`src/rtl/alu_dispatch.sv`:
```
// alu_dispatch: issue-side buffer placed directly upstream of ALU_top.
// Decoded ALU ops from the control unit are queued in a small FIFO and issued
// one at a time over the ALU accept/ready handshake. Each result is captured
// with its flags and destination tag and held until writeback consumes it.
// Only one op is ever outstanding in the ALU.
//
// Ports:
//   soc_clk, reset        clock (rising edge) and synchronous active-high reset
//   cu_valid/cu_ready     control-unit push handshake (cu_ready is a registered
//                         "not full" flag, forced low while reset is high)
//   cu_dat1/2, cu_instr,  operands, opcode (0 = no-op, dropped) and
//   cu_rd                 destination tag of the pushed op
//   ALU_accept            ALU captures disp_* on an edge where this is high
//   ALU_ready, ALU_out,   ALU result valid, result and flags
//   ALU_zero/overflow/con_met/err
//   disp_dat1/2,          operands and opcode presented to the ALU;
//   disp_instr            disp_instr is non-zero only while issuing
//   wb_valid/wb_ready     writeback handshake for the captured result
//   wb_data, wb_rd,       captured result, tag and flags
//   wb_zero/ovf/con_met/err
//   fifo_count            number of queued (not yet issued) ops
module alu_dispatch #(
  parameter int DEPTH   = 4,
  parameter int RD_W    = 5,
  parameter int TIMEOUT = 64
) (
  input  logic                       soc_clk,
  input  logic                       reset,
  input  logic                       cu_valid,
  output logic                       cu_ready,
  input  logic [31:0]                cu_dat1,
  input  logic [31:0]                cu_dat2,
  input  logic [5:0]                 cu_instr,
  input  logic [RD_W-1:0]            cu_rd,
  input  logic                       ALU_accept,
  input  logic                       ALU_ready,
  input  logic [31:0]                ALU_out,
  input  logic                       ALU_zero,
  input  logic                       ALU_overflow,
  input  logic                       ALU_con_met,
  input  logic                       ALU_err,
  output logic [31:0]                disp_dat1,
  output logic [31:0]                disp_dat2,
  output logic [5:0]                 disp_instr,
  output logic                       wb_valid,
  input  logic                       wb_ready,
  output logic [31:0]                wb_data,
  output logic [RD_W-1:0]            wb_rd,
  output logic                       wb_zero,
  output logic                       wb_ovf,
  output logic                       wb_con_met,
  output logic                       wb_err,
  output logic [$clog2(DEPTH+1)-1:0] fifo_count
);

  localparam int PTR_W   = $clog2(DEPTH);
  localparam int CNT_W   = $clog2(DEPTH + 1);
  // Wait counter only has to reach TIMEOUT-1.
  localparam int WC_W    = (TIMEOUT > 2) ? $clog2(TIMEOUT) : 1;
  localparam int TO_LAST = (TIMEOUT == 0) ? 0 : TIMEOUT - 1;

  typedef enum logic [1:0] {IDLE, ISSUE, WAIT, HOLD} state_t;

  typedef struct packed {
    logic [31:0]     dat1;
    logic [31:0]     dat2;
    logic [5:0]      instr;
    logic [RD_W-1:0] rd;
  } entry_t;

  entry_t            mem [DEPTH];
  entry_t            head;
  logic [PTR_W-1:0]  wr_ptr;
  logic [PTR_W-1:0]  rd_ptr;
  logic              full_q;
  logic              push;
  logic              pop;

  state_t            state;
  logic [RD_W-1:0]   tag;
  logic [WC_W-1:0]   wait_cnt;

  // Full flag is a register, so cu_ready never sees a same-cycle pop.
  assign cu_ready = ~full_q & ~reset;
  // A no-op completes the handshake but is never stored.
  assign push     = cu_valid & cu_ready & (cu_instr != 6'd0);
  // The FSM takes the head in IDLE, or in HOLD as the writeback is consumed.
  assign pop      = (fifo_count != '0) &&
                    ((state == IDLE) || ((state == HOLD) && wb_ready));
  assign head     = mem[rd_ptr];

  // NOTE: the storage array has no reset; the pointers and count define
  // which entries are live, so stale contents are never read.
  always_ff @(posedge soc_clk) begin
    if (push) begin
      mem[wr_ptr] <= '{dat1: cu_dat1, dat2: cu_dat2, instr: cu_instr, rd: cu_rd};
    end
  end

  always_ff @(posedge soc_clk) begin
    if (reset) begin
      wr_ptr     <= '0;
      rd_ptr     <= '0;
      fifo_count <= '0;
      full_q     <= 1'b0;
    end else begin
      if (push) wr_ptr <= wr_ptr + 1'b1;
      if (pop)  rd_ptr <= rd_ptr + 1'b1;
      case ({push, pop})
        2'b10: begin
          fifo_count <= fifo_count + 1'b1;
          full_q     <= (fifo_count == CNT_W'(DEPTH - 1));
        end
        2'b01: begin
          fifo_count <= fifo_count - 1'b1;
          full_q     <= 1'b0;
        end
        default: ;  // no change, including simultaneous push and pop
      endcase
    end
  end

  // NOTE: every register here is assigned with <= so all of them update
  // together from the values present before the edge.
  always_ff @(posedge soc_clk) begin
    if (reset) begin
      state      <= IDLE;
      disp_dat1  <= '0;
      disp_dat2  <= '0;
      disp_instr <= '0;
      tag        <= '0;
      wait_cnt   <= '0;
      wb_valid   <= 1'b0;
      wb_data    <= '0;
      wb_rd      <= '0;
      wb_zero    <= 1'b0;
      wb_ovf     <= 1'b0;
      wb_con_met <= 1'b0;
      wb_err     <= 1'b0;
    end else begin
      case (state)
        IDLE: begin
          if (pop) begin
            disp_dat1  <= head.dat1;
            disp_dat2  <= head.dat2;
            disp_instr <= head.instr;
            tag        <= head.rd;
            state      <= ISSUE;
          end
        end
        ISSUE: begin
          // Operands may linger; only the opcode marks an active issue.
          if (ALU_accept) begin
            disp_instr <= '0;
            wait_cnt   <= '0;
            state      <= WAIT;
          end
        end
        WAIT: begin
          if (ALU_ready) begin
            wb_data    <= ALU_out;
            wb_zero    <= ALU_zero;
            wb_ovf     <= ALU_overflow;
            wb_con_met <= ALU_con_met;
            wb_err     <= ALU_err;
            wb_rd      <= tag;
            wb_valid   <= 1'b1;
            state      <= HOLD;
          end else if ((TIMEOUT != 0) && (wait_cnt == WC_W'(TO_LAST))) begin
            // Forced error completion so a hung ALU cannot stall the pipe.
            wb_data    <= '0;
            wb_zero    <= 1'b0;
            wb_ovf     <= 1'b0;
            wb_con_met <= 1'b0;
            wb_err     <= 1'b1;
            wb_rd      <= tag;
            wb_valid   <= 1'b1;
            state      <= HOLD;
          end else begin
            wait_cnt <= wait_cnt + 1'b1;
          end
        end
        HOLD: begin
          if (wb_ready) begin
            wb_valid <= 1'b0;
            if (pop) begin
              disp_dat1  <= head.dat1;
              disp_dat2  <= head.dat2;
              disp_instr <= head.instr;
              tag        <= head.rd;
              state      <= ISSUE;
            end else begin
              state <= IDLE;
            end
          end
        end
        default: state <= IDLE;
      endcase
    end
  end

endmodule

```
`config.mk`:
```
export PLATFORM = sky130hd
export DESIGN_NAME = alu_dispatch
export DESIGN_NICKNAME = d
export VERILOG_FILES = /design/src/rtl/alu_dispatch.sv
export SDC_FILE = /design/constraint.sdc
export NUM_CORES = 1
export LEC_CHECK = 0
export ABC_AREA = 1
export BUFFER_PORTS_ARGS = -buffer_cell sky130_fd_sc_hd__buf_2
export CAP_MARGIN = 20
export CORE_MARGIN = 2
export CORE_UTILIZATION = 45
export DETAILED_ROUTE_END_ITERATION = 6
export MAX_ROUTING_LAYER = met4
export PLACE_DENSITY = 0.69
export SYNTH_ARGS = -nofsm -noshare
export SYNTH_HDL_FRONTEND = slang
export SYNTH_SLANG_ARGS = --single-unit
```
`constraint.sdc`:
```
create_clock -name soc_clk -period 5 [get_ports soc_clk]
set_input_delay 0 -clock soc_clk [delete_from_list [all_inputs] [get_ports soc_clk]]
set_output_delay 0 -clock soc_clk [all_outputs]
set_load 0.05 [all_outputs]
```
==> results_dict.tcl, run 1 <==
set metrics [dict create \
    cts_setup_buffers 0 \
    finalHoldViolCount 0 \
    grt_max_degree 97 \
    numClockSinks 435 \
    path_delay_family "simple AND/OR/NAND/NOR gates" \
    total_leakage_power_nw 7.81 \
    cts_tree "built" \
    end_kind "register" \
    ctsResizeCount 0 \
    power.density_mw_per_mm2 560 \
    crit_path_max_incr_delay_ns 0.82 \
    synthCells 1434 \
    worst_pin_slew_ns 0.995 \
    cp_slowest_cell "nor2_4" \
    routed_wl_mm 38.2 \
    route.detailed.drc 25 \
    grt_pass1_wl_mm 60.8 \
    critPathBufInv 1 \
    fin_crit_sh 0.539 \
    placementRows 69 \
    cts_root_buf "clkbuf_16" \
    path_cells "nor2_1, nand3_1, nor2_4, buf_4" \
    antenna_found_initial 1 \
    netlist.top_cell.by_area "edfxtp_1" \
    post-route-min-period_ns 2.70 \
    arrival_ns 2.87 \
    gr-total-overflow 0 \
    hpwl_mm 21.2 \
    ys_ff_latch 435 \
    hold_path_depth 5 \
    drt_iter0_drc 717 \
    fin_nets 1885 \
    vdd.ir_drop.worst_mv 0.363 \
    antenna_left 0 \
    via_per_inst 5.16 \
    track_usage 0.208 \
    routedWlPerCell_um 16.9 \
    vias 11626 \
    gp_congestion 0.788 \
    min_from "ALU_accept" \
    dieWidth_um 194 \
    power_mw 11.5 \
    coreArea_mm2 0.0357 \
    rsz0062_at_grt "no" \
    clk_pin_slew_ns 0.06 \
    drv_slew 0 \
    first_pass_iters 7 \
    critPathLaunchType "register" \
    drv_cap 0 \
    netlist_area_mm2 0.0163 \
    clock_path_buffers 3 \
    die_h_um 194 \
    clock_skew_ns 0.0141 \
    synth_sequential_area_ratio 0.718 \
    status "complete, but fails checks" \
    htreeDepth 2 \
    cts_buffers 45 \
    ys_types 31 \
    crit_required_ns 5.18 \
    utilization 0.574 \
    fmax_mhz 371 \
    drive_above_1_share 0.189 \
    dieArea_mm2 0.0378 \
    crit_fanout 31 \
    critical_path_class "reg -> reg" \
    clock_latency_ns 0.55 \
    syn-mean-instance-area_um2 11.4 \
    worstRegToRegCells 4 \
    ys_warn_count 0 \
    io_pins 233 \
    crit_start "full_q" \
    placed_cell_area_mm2 0.0178 \
    initial_core_util 0.457 \
    port_buffers 232 \
    synth.top_cell.area_share 0.552 \
    hold_end "wait_cnt[1]" \
    reg2reg_from "full_q" \
    rr_endpoint "mem[0][40]" \
    setup.reg_to_reg.worst_slack_ns 2.30 \
    first_global_vias 11643 \
    failed_checks "design-rule violations" \
    slew_headroom 0.337 \
    syn_to_final_growth_pct 25.4 \
    final_cell_area_mm2 0.0204 \
    setup_viol 0 \
    ys_top_cells_by_area "edfxtp_1, dfxtp_1, nor2_1" \
    hp-class "in -> reg" \
    syn-num-nets 1564 \
]
cells by family (layout without fill, tap and decap cells):
logic type | Yosys count | in the layout | share of synthesized area
flip-flops | 435 | 435 | 0.718
AND/OR/NAND/NOR | 503 | 503 | 0.120
AO/OA/AOI/OAI | 347 | 347 | 0.113
buffers and inverters | 131 | 489 | 0.0366
XOR/XNOR | 5 | 5 | 0.00269
other | 0 | 1 | 0
adder cells (fa/ha/maj) | 13 | 13 | 0.00997
power by group:
part | internal [mW] | total, mW | switching (mW)
clock network | 2.07 | 3.41 | 1.34
registers | 4.27 | 4.54 | 0.270
logic | 0.891 | 3.51 | 2.61
placed cells by master, fill, tap and decap left out, drive strengths merged:
master,netlist,final
ha,13,13
o21a,1,1
dfxtp,135,135
inv,44,45
o22ai,69,69
bufinv,0,4
dlygate4sd3,0,114
nand2,155,155
nand4,8,8
nor2,320,320
clkinvlp,0,2
clkbuf,38,64
clkinv,1,14
nor3,2,2
nand3,17,17
or2,1,1
edfxtp,300,300
a21oi,54,54
xnor2,2,2
o21ai,222,222
buf,48,246
diode,0,1
o21bai,1,1
xor2,3,3
layer usage:
metal	GRT usage	wire length, um	vias up	share of wire
met3	0.0344	2320	55	0.061
met2	0.349	18400	364	0.48
met4	0.0632	813	0	0.021
li1	-	-	5643	-
met5	-	0	-	0
met1	0.260	16700	5564	0.44
stage by stage:
step / setup TNS, ns / cells / hold slack, ns / setup slack [ns]
global placement: 0 / 2055 / 0.212 / 2.13
floorplan: -42.32 / 1434 / 0.0989 / -0.141
detailed placement: 0 / 2055 / 0.218 / 2.10
global route: 0 / 2254 / 0.0941 / 2.01
finish: 0 / 2254 / 0.0511 / 2.30
CTS: 0 / 2253 / 0.0266 / 2.27
area by class of cell:
class                      instances  area (um^2)
antenna                            1         2.50
clock buffer                      64         1340
clock inverter                    20          204
fill                            2909        15200
inverter                          45          174
multi-input combinational        868         4030
sequential                       435        11700
tap                              461          577
timing repair buffer             360         2410
sequential cells by signal, summed over array words and instances, names as in the netlist, 5 cells and up, named ones only:
register / flops
mem: 300
disp_dat1: 32
disp_dat2: 32
wb_data: 32
disp_instr: 6
wait_cnt: 6
tag: 5
wb_rd: 5
worst reg2reg max path, cell delays in order (launching register included):
cell	delay [ns]
dfxtp_1	0.31
nor2_1	0.15
nand3_1	0.47
nor2_4	0.82
buf_4	0.55
cells in the mapped netlist:
library cell	number
nand2_2	3
o22ai_1	69
o21a_1	1
buf_1	3
o21bai_2	1
buf_4	11
ha_1	13
o21ai_0	209
dfxtp_1	135
nand3_1	16
clkinv_1	1
inv_1	40
inv_2	3
clkbuf_1	38
edfxtp_1	300
xnor2_1	2
a21oi_1	54
buf_6	3
o21ai_1	12
or2_2	1
o21ai_2	1
inv_4	1
nor2_1	319
nand3_2	1
nor2_2	1
nor3_1	2
nand2_1	151
nand2_4	1
buf_2	31
xor2_1	3
nand4_1	8
what timing repair did:
| item | in CTS | in global routing |
|---|---|---|
| hold endpoints to repair | 339 | 0 |
| hold buffers | 114 | 0 |
| endpoints found under the setup margin | 0 | 0 |
worst max-delay path by stage:
stage,cells after the start,slack [ns],end
finish,4,2.30,mem[0][40]
global placement,5,2.13,mem[0][74]
detailed placement,5,2.10,mem[0][51]
CTS,8,2.27,disp_dat1[11]
floorplan,3,-0.14,mem[0][0]
global route,8,2.01,disp_dat2[31]
Note: power is estimated with default switching activity, not from simulation.
==> inputs of run 2 (changes only) <==
- ABC_AREA: 1 -> 0
- PLACE_DENSITY: 0.69 -> 0.72
- clock period: 5 -> 2.4 ns (I/O delays scaled with it)
==> results_dict.tcl, run 2 <==
set metrics [dict create \
    ys_warn_count 0 \
    hold_path_depth 3 \
    syn-num-nets 1091 \
    end_kind "register" \
    cts_buffers 44 \
    initial_core_util 0.457 \
    first_global_vias 10078 \
    synthTopCellsByCount "edfxtp_1, nand2_1, dfxtp_1" \
    vdd.ir_drop.worst_mv 0.922 \
    synth.top_cell.area_share 0.571 \
    arrival_ns 2.79 \
    setup_viol 0 \
    finalSetupTns_ns 0 \
    largest_reg_flops 300 \
    grt_max_degree 71 \
    seqPwrFrac 0.403 \
    placed_cell_area_mm2 0.0177 \
    ys.flop_type "edfxtp_1" \
    hpwl_mm 20.0 \
    track_usage 0.200 \
    drive_above_1_share 0.309 \
    die_h_um 191 \
    worstRegToRegCells 8 \
    crit_path_max_incr_delay_ns 0.53 \
    dieArea_mm2 0.0366 \
    synth_edf_count 300 \
    clock_latency_ns 0.57 \
    port_buffers 232 \
    post-route-min-period_ns 2.30 \
    ys_async_sr_fraction 0 \
    setup.reg_to_reg.worst_slack_ns 0.16 \
    path_cells "dlygate4sd3_1, buf_2, or4_4, o311a_4, inv_2, ha_4, xor2_1, ha_2, a21oi_1, xor2_1, or3_1, a21oi_1" \
    power.net_switching_mw 8.09 \
    first_pass_iters 5 \
    insertedDiodeCount 0 \
    ys_ff_latch 435 \
    crit_fanout 2 \
    total_leakage_power_nw 7.44 \
    syn_to_final_growth_pct 29.8 \
    clock_skew_ns 0.0205 \
    fin_nets 1472 \
    antenna_left 0 \
    cp_slowest_cell "dlygate4sd3_1" \
    critPathLaunchType "input port" \
    p_clk_frac 0.293 \
    critical_path_class "in -> reg" \
    ys_top_cells_by_area "edfxtp_1, dfxtp_1, mux4_2" \
    nFillCells 2587 \
    ys_types 45 \
    coreArea_mm2 0.0345 \
    route.detailed.drc 0 \
    rsz0062_at_grt "no" \
    routedWlPerCell_um 19.3 \
    hp-class "in -> reg" \
    cp_num_cells 12 \
    cts_root_buf "clkbuf_16" \
    gp_congestion 0.777 \
    fmax_mhz 434 \
    clock_path_buffers 3 \
    io_pins 233 \
    antenna_found_initial 0 \
    drv_cap 0 \
    grt_pass1_wl_mm 54.2 \
    drv_slew 0 \
    netlist.top_cell.by_area "edfxtp_1" \
    status "finished, final reports clean" \
    power.density_mw_per_mm2 1130 \
    layout_common_cells "edfxtp_1, buf_2, nand2_1" \
    power_frac_comb 0.304 \
    syn-mean-instance-area_um2 16.4 \
    cts_tree "built" \
    crit_required_ns 2.89 \
    swShare 0.349 \
    vias 9588 \
    gr-total-overflow 0 \
    htreeDepth 2 \
    numClockSinks 435 \
    netlist_area_mm2 0.0158 \
    final_cell_area_mm2 0.0205 \
    fin_crit_sh 0.959 \
    placementRows 68 \
    p_int_mw 15.1 \
    slew_headroom 0.440 \
    drt_iter0_drc 465 \
    critPathBufInv 3 \
    synth_sequential_area_ratio 0.742 \
    path_delay_family "simple AND/OR/NAND/NOR gates" \
    worst_pin_slew_ns 0.840 \
    final_common_cell "edfxtp_1" \
    dieWidth_um 191 \
    via_per_inst 5.23 \
    finalHoldViolCount 0 \
    yosysMostFrequentCell "edfxtp_1" \
    synthCells 961 \
    largest_register "mem" \
    routed_wl_mm 35.4 \
    clk_pin_slew_ns 0.06 \
]
-- run 2: cell count changes in the layout (fill, tap and decap cells not counted), sizes merged, moves of 6 or more --
cell / previous run / this run
a22o: 0 / 35
o22ai: 69 / 0
buf: 246 / 262
nand4: 8 / 0
a21oi: 54 / 90
nand3: 17 / 9
nor2: 320 / 16
o21ai: 222 / 18
clkinv: 14 / 8
dlygate4sd3: 114 / 127
mux4: 0 / 75
inv: 45 / 10
-- run 2: worst paths after layout --
path	end	startpoint
worst max-delay path	fifo_count[2]	cu_instr[1]
worst min-delay path	tag[3]	reset
worst max register to register	wb_data[29]	state[0]
worst min register to register	disp_dat1[9]	disp_dat1[9]
-- run 2: power groups by stage --
| stage | clock network [mW] | logic [mW] | registers [mW] |
|---|---|---|---|
| after global placement | 0 | 6.76 | 9.48 |
| after CTS | 6.92 | 7.06 | 9.36 |
| after detailed placement | 0 | 6.86 | 9.50 |
| after floorplan | 0 | 2.84 | 11.4 |
| final | 6.79 | 7.04 | 9.35 |
| after global routing | 7.20 | 7.53 | 9.45 |
-- run 2: per-layer routing --
| layer | track usage | vias up | wire [um] |
|---|---|---|---|
| met4 | 0.0524 | 0 | 676 |
| met3 | 0.0470 | 61 | 2440 |
| met1 | 0.246 | 4779 | 15000 |
| met5 | - | - | 0 |
| met2 | 0.332 | 305 | 17300 |
| li1 | - | 4443 | - |
-- run 2: repair_timing --
action,in CTS,in global routing
endpoints found under the hold margin,344,0
gates resized for setup,0,9
buffers inserted,0,2
endpoints found under the setup margin,0,11
hold buffers,127,0
-- run 2: final cells by class --
type                       count  area (um^2)  share of cell area
sequential                   435        11700               0.572
multi-input combinational    465         3870               0.189
timing repair buffer         389         2840               0.139
clock buffer                  66         1290              0.0629
tap                          455          569              0.0278
clock inverter                16          173             0.00843
inverter                       7         30.0             0.00147
-- run 2: through the flow --
step                 util  std cells  worst slack (ns)  hold slack (ns)  total power, mW
CTS                 0.592       1833            0.0936           0.0252             23.3
global placement    0.512       1623            0.0766            0.213             16.2
global route        0.593       1833           0.00212           0.0494             24.2
finish              0.593       1833            0.0982           0.0607             23.2
floorplan               -        961            0.0582           0.0989             14.3
detailed placement  0.513       1624            0.0798            0.216             16.4
-- run 2: cell families after synthesis --
family                     after synthesis  synth area share
muxes                                   76             0.108
DFF                                    435             0.742
adders and majority gates               13            0.0103
and+or+nand+nor                        208            0.0561
AOI/OAI and AO/OA                      162            0.0636
buffers and inverters                   61            0.0174
xor gates and xnor gates                 6           0.00333
-- run 2: worst reg2reg max path, stage by stage, from the launching register on --
cell,delay (ns)
dfxtp_1,0.38
inv_1,0.07
buf_4,0.15
ha_1,0.21
buf_4,0.20
a21oi_2,0.15
buf_6,0.28
a22o_1,0.18
dlygate4sd3_1,0.55
==> inputs of run 3 (changes only) <==
- CTS_BUF_LIST: unset -> sky130_fd_sc_hd__clkbuf_8
==> results_dict.tcl, run 3 (same netlist as run 2, synthesis figures left out) <==
set metrics [dict create \
    end_kind "register" \
    rsz0062_at_grt "no" \
    track_usage 0.200 \
    port_buffers 232 \
    cts_tree "built" \
    io_pins 233 \
    placed_cell_area_mm2 0.0177 \
    clock_path_buffers 3 \
    routedWlPerCell_um 19.0 \
    slew_headroom 0.431 \
    clock_skew_ns 0.0238 \
    gp_congestion 0.777 \
    route.detailed.drc 0 \
    clock_latency_ns 0.61 \
    setup_viol 0 \
    final_common_cell "edfxtp_1" \
    critPathLaunchType "input port" \
    vias 9747 \
    cts_root_buf "clkbuf_8" \
    final_cell_area_mm2 0.0204 \
    worst_slack_ns 0.109 \
    dp_cells 1624 \
    cts_buffers 70 \
    clk_pin_slew_ns 0.06 \
    die_h_um 191 \
    first_global_vias 10170 \
    post-route-min-period_ns 2.29 \
    antenna_left 0 \
    reg2reg_from "state[1]" \
    dieWidth_um 191 \
    drive_above_1_share 0.318 \
    drv_slew 0 \
    arrival_ns 2.82 \
    wl_met3_mm 2.29 \
    crit_fanout 5 \
    hp-class "in -> reg" \
    finalSetupTns_ns 0 \
    layout_common_cells "edfxtp_1, buf_2, nand2_1" \
    first_pass_iters 4 \
    status "finished, final reports clean" \
    placementRows 68 \
    dieArea_mm2 0.0366 \
    drv_cap 0 \
    fin_nets 1500 \
    finalHoldViolCount 0 \
    drt-met1-wl_mm 15.2 \
    fmax_mhz 437 \
    grt_max_degree 71 \
    htreeDepth 3 \
    grt_pass1_wl_mm 54.2 \
    min_from "cu_dat1[27]" \
    routed_wl_mm 35.7 \
    hpwl_mm 20.0 \
    top_layer "met4" \
    pre_cts_ws_ns 0.0798 \
    worst_pin_slew_ns 0.853 \
    antenna_found_initial 1 \
    numClockSinks 435 \
    total_leakage_power_nw 7.56 \
    coreArea_mm2 0.0345 \
    largest_register "mem" \
    initial_core_util 0.457 \
    critical_path_class "in -> reg" \
    layout.cells.non_filler 1883 \
    drt_iter0_drc 490 \
    via_per_inst 5.18 \
    crit_required_ns 2.93 \
    syn_to_final_growth_pct 29.3 \
    vdd.ir_drop.worst_mv 0.929 \
    nFillCells 2620 \
    crit_start "cu_instr[0]" \
    dr_wl_met2_mm 17.6 \
    power.density_mw_per_mm2 1100 \
    fin_crit_sh 0.955 \
    gr-total-overflow 0 \
    hold-worst-slack_ns 0.137 \
    largest_reg_flops 300 \
]
[run 3: cell count changes in the layout (fill, tap and decap cells not counted), sizes merged, moves of 2 or more]
cell,change
clkinv,-2
diode,+2
inv,+32
clkbuf,+18
[run 3: layout make-up]
class,instances,area (um^2),share of cell area
Antenna cell,2,5.00,0.000245
Clock buffer,84,1160,0.0566
Clock inverter,44,231,0.0113
Tap cell,455,569,0.0279
Sequential cell,435,11700,0.574
Multi-Input combinational cell,465,3840,0.188
Inverter,7,30.0,0.00147
Timing Repair Buffer,391,2850,0.140
[run 3: power breakdown]
part           total, mW  switching, mW  internal, mW
Combinational       7.00           4.75          2.25
Sequential          9.36          0.495          8.87
Clock               6.18           2.87          3.31
Total               22.5           8.12          14.4
[run 3: metal layers]
layer  track usage  vias up
li1              -     4520
met3        0.0505       53
met5             -        -
met1         0.242     4849
met4        0.0642        0
met2         0.332      325
[run 3: critical path: stages]
cell and delay, ns:
dlygate4sd3_1 0.56, buf_2 0.16, or4_1 0.52, o311a_1 0.32, inv_1 0.09, ha_1 0.20, xor2_1 0.17, ha_1 0.16
a21oi_1 0.05, xor2_1 0.16, or3_1 0.30, a21oi_1 0.13
[run 3: final timing paths]
check	end	slack, ns	cells past startpoint
worst max-delay path	fifo_count[2]	0.11	12
worst min-delay path	mem[0][70]	0.14	2
worst max register to register	fifo_count[2]	0.18	11
worst min register to register	disp_dat1[9]	0.45	2
[run 3: timing repair]
action / in CTS / in global routing
resized for setup: 0 / 5
endpoints found under the setup margin: 0 / 11
buffers inserted: 0 / 1
endpoints found under the hold margin: 374 / 0
hold buffers: 128 / 0
[run 3: through the flow]
stage / utilization / total power [mW]
after floorplan: - / 14.3
after global placement: 0.512 / 16.2
after detailed placement: 0.513 / 16.4
after CTS: 0.590 / 22.7
after global routing: 0.591 / 23.6
final: 0.591 / 22.5
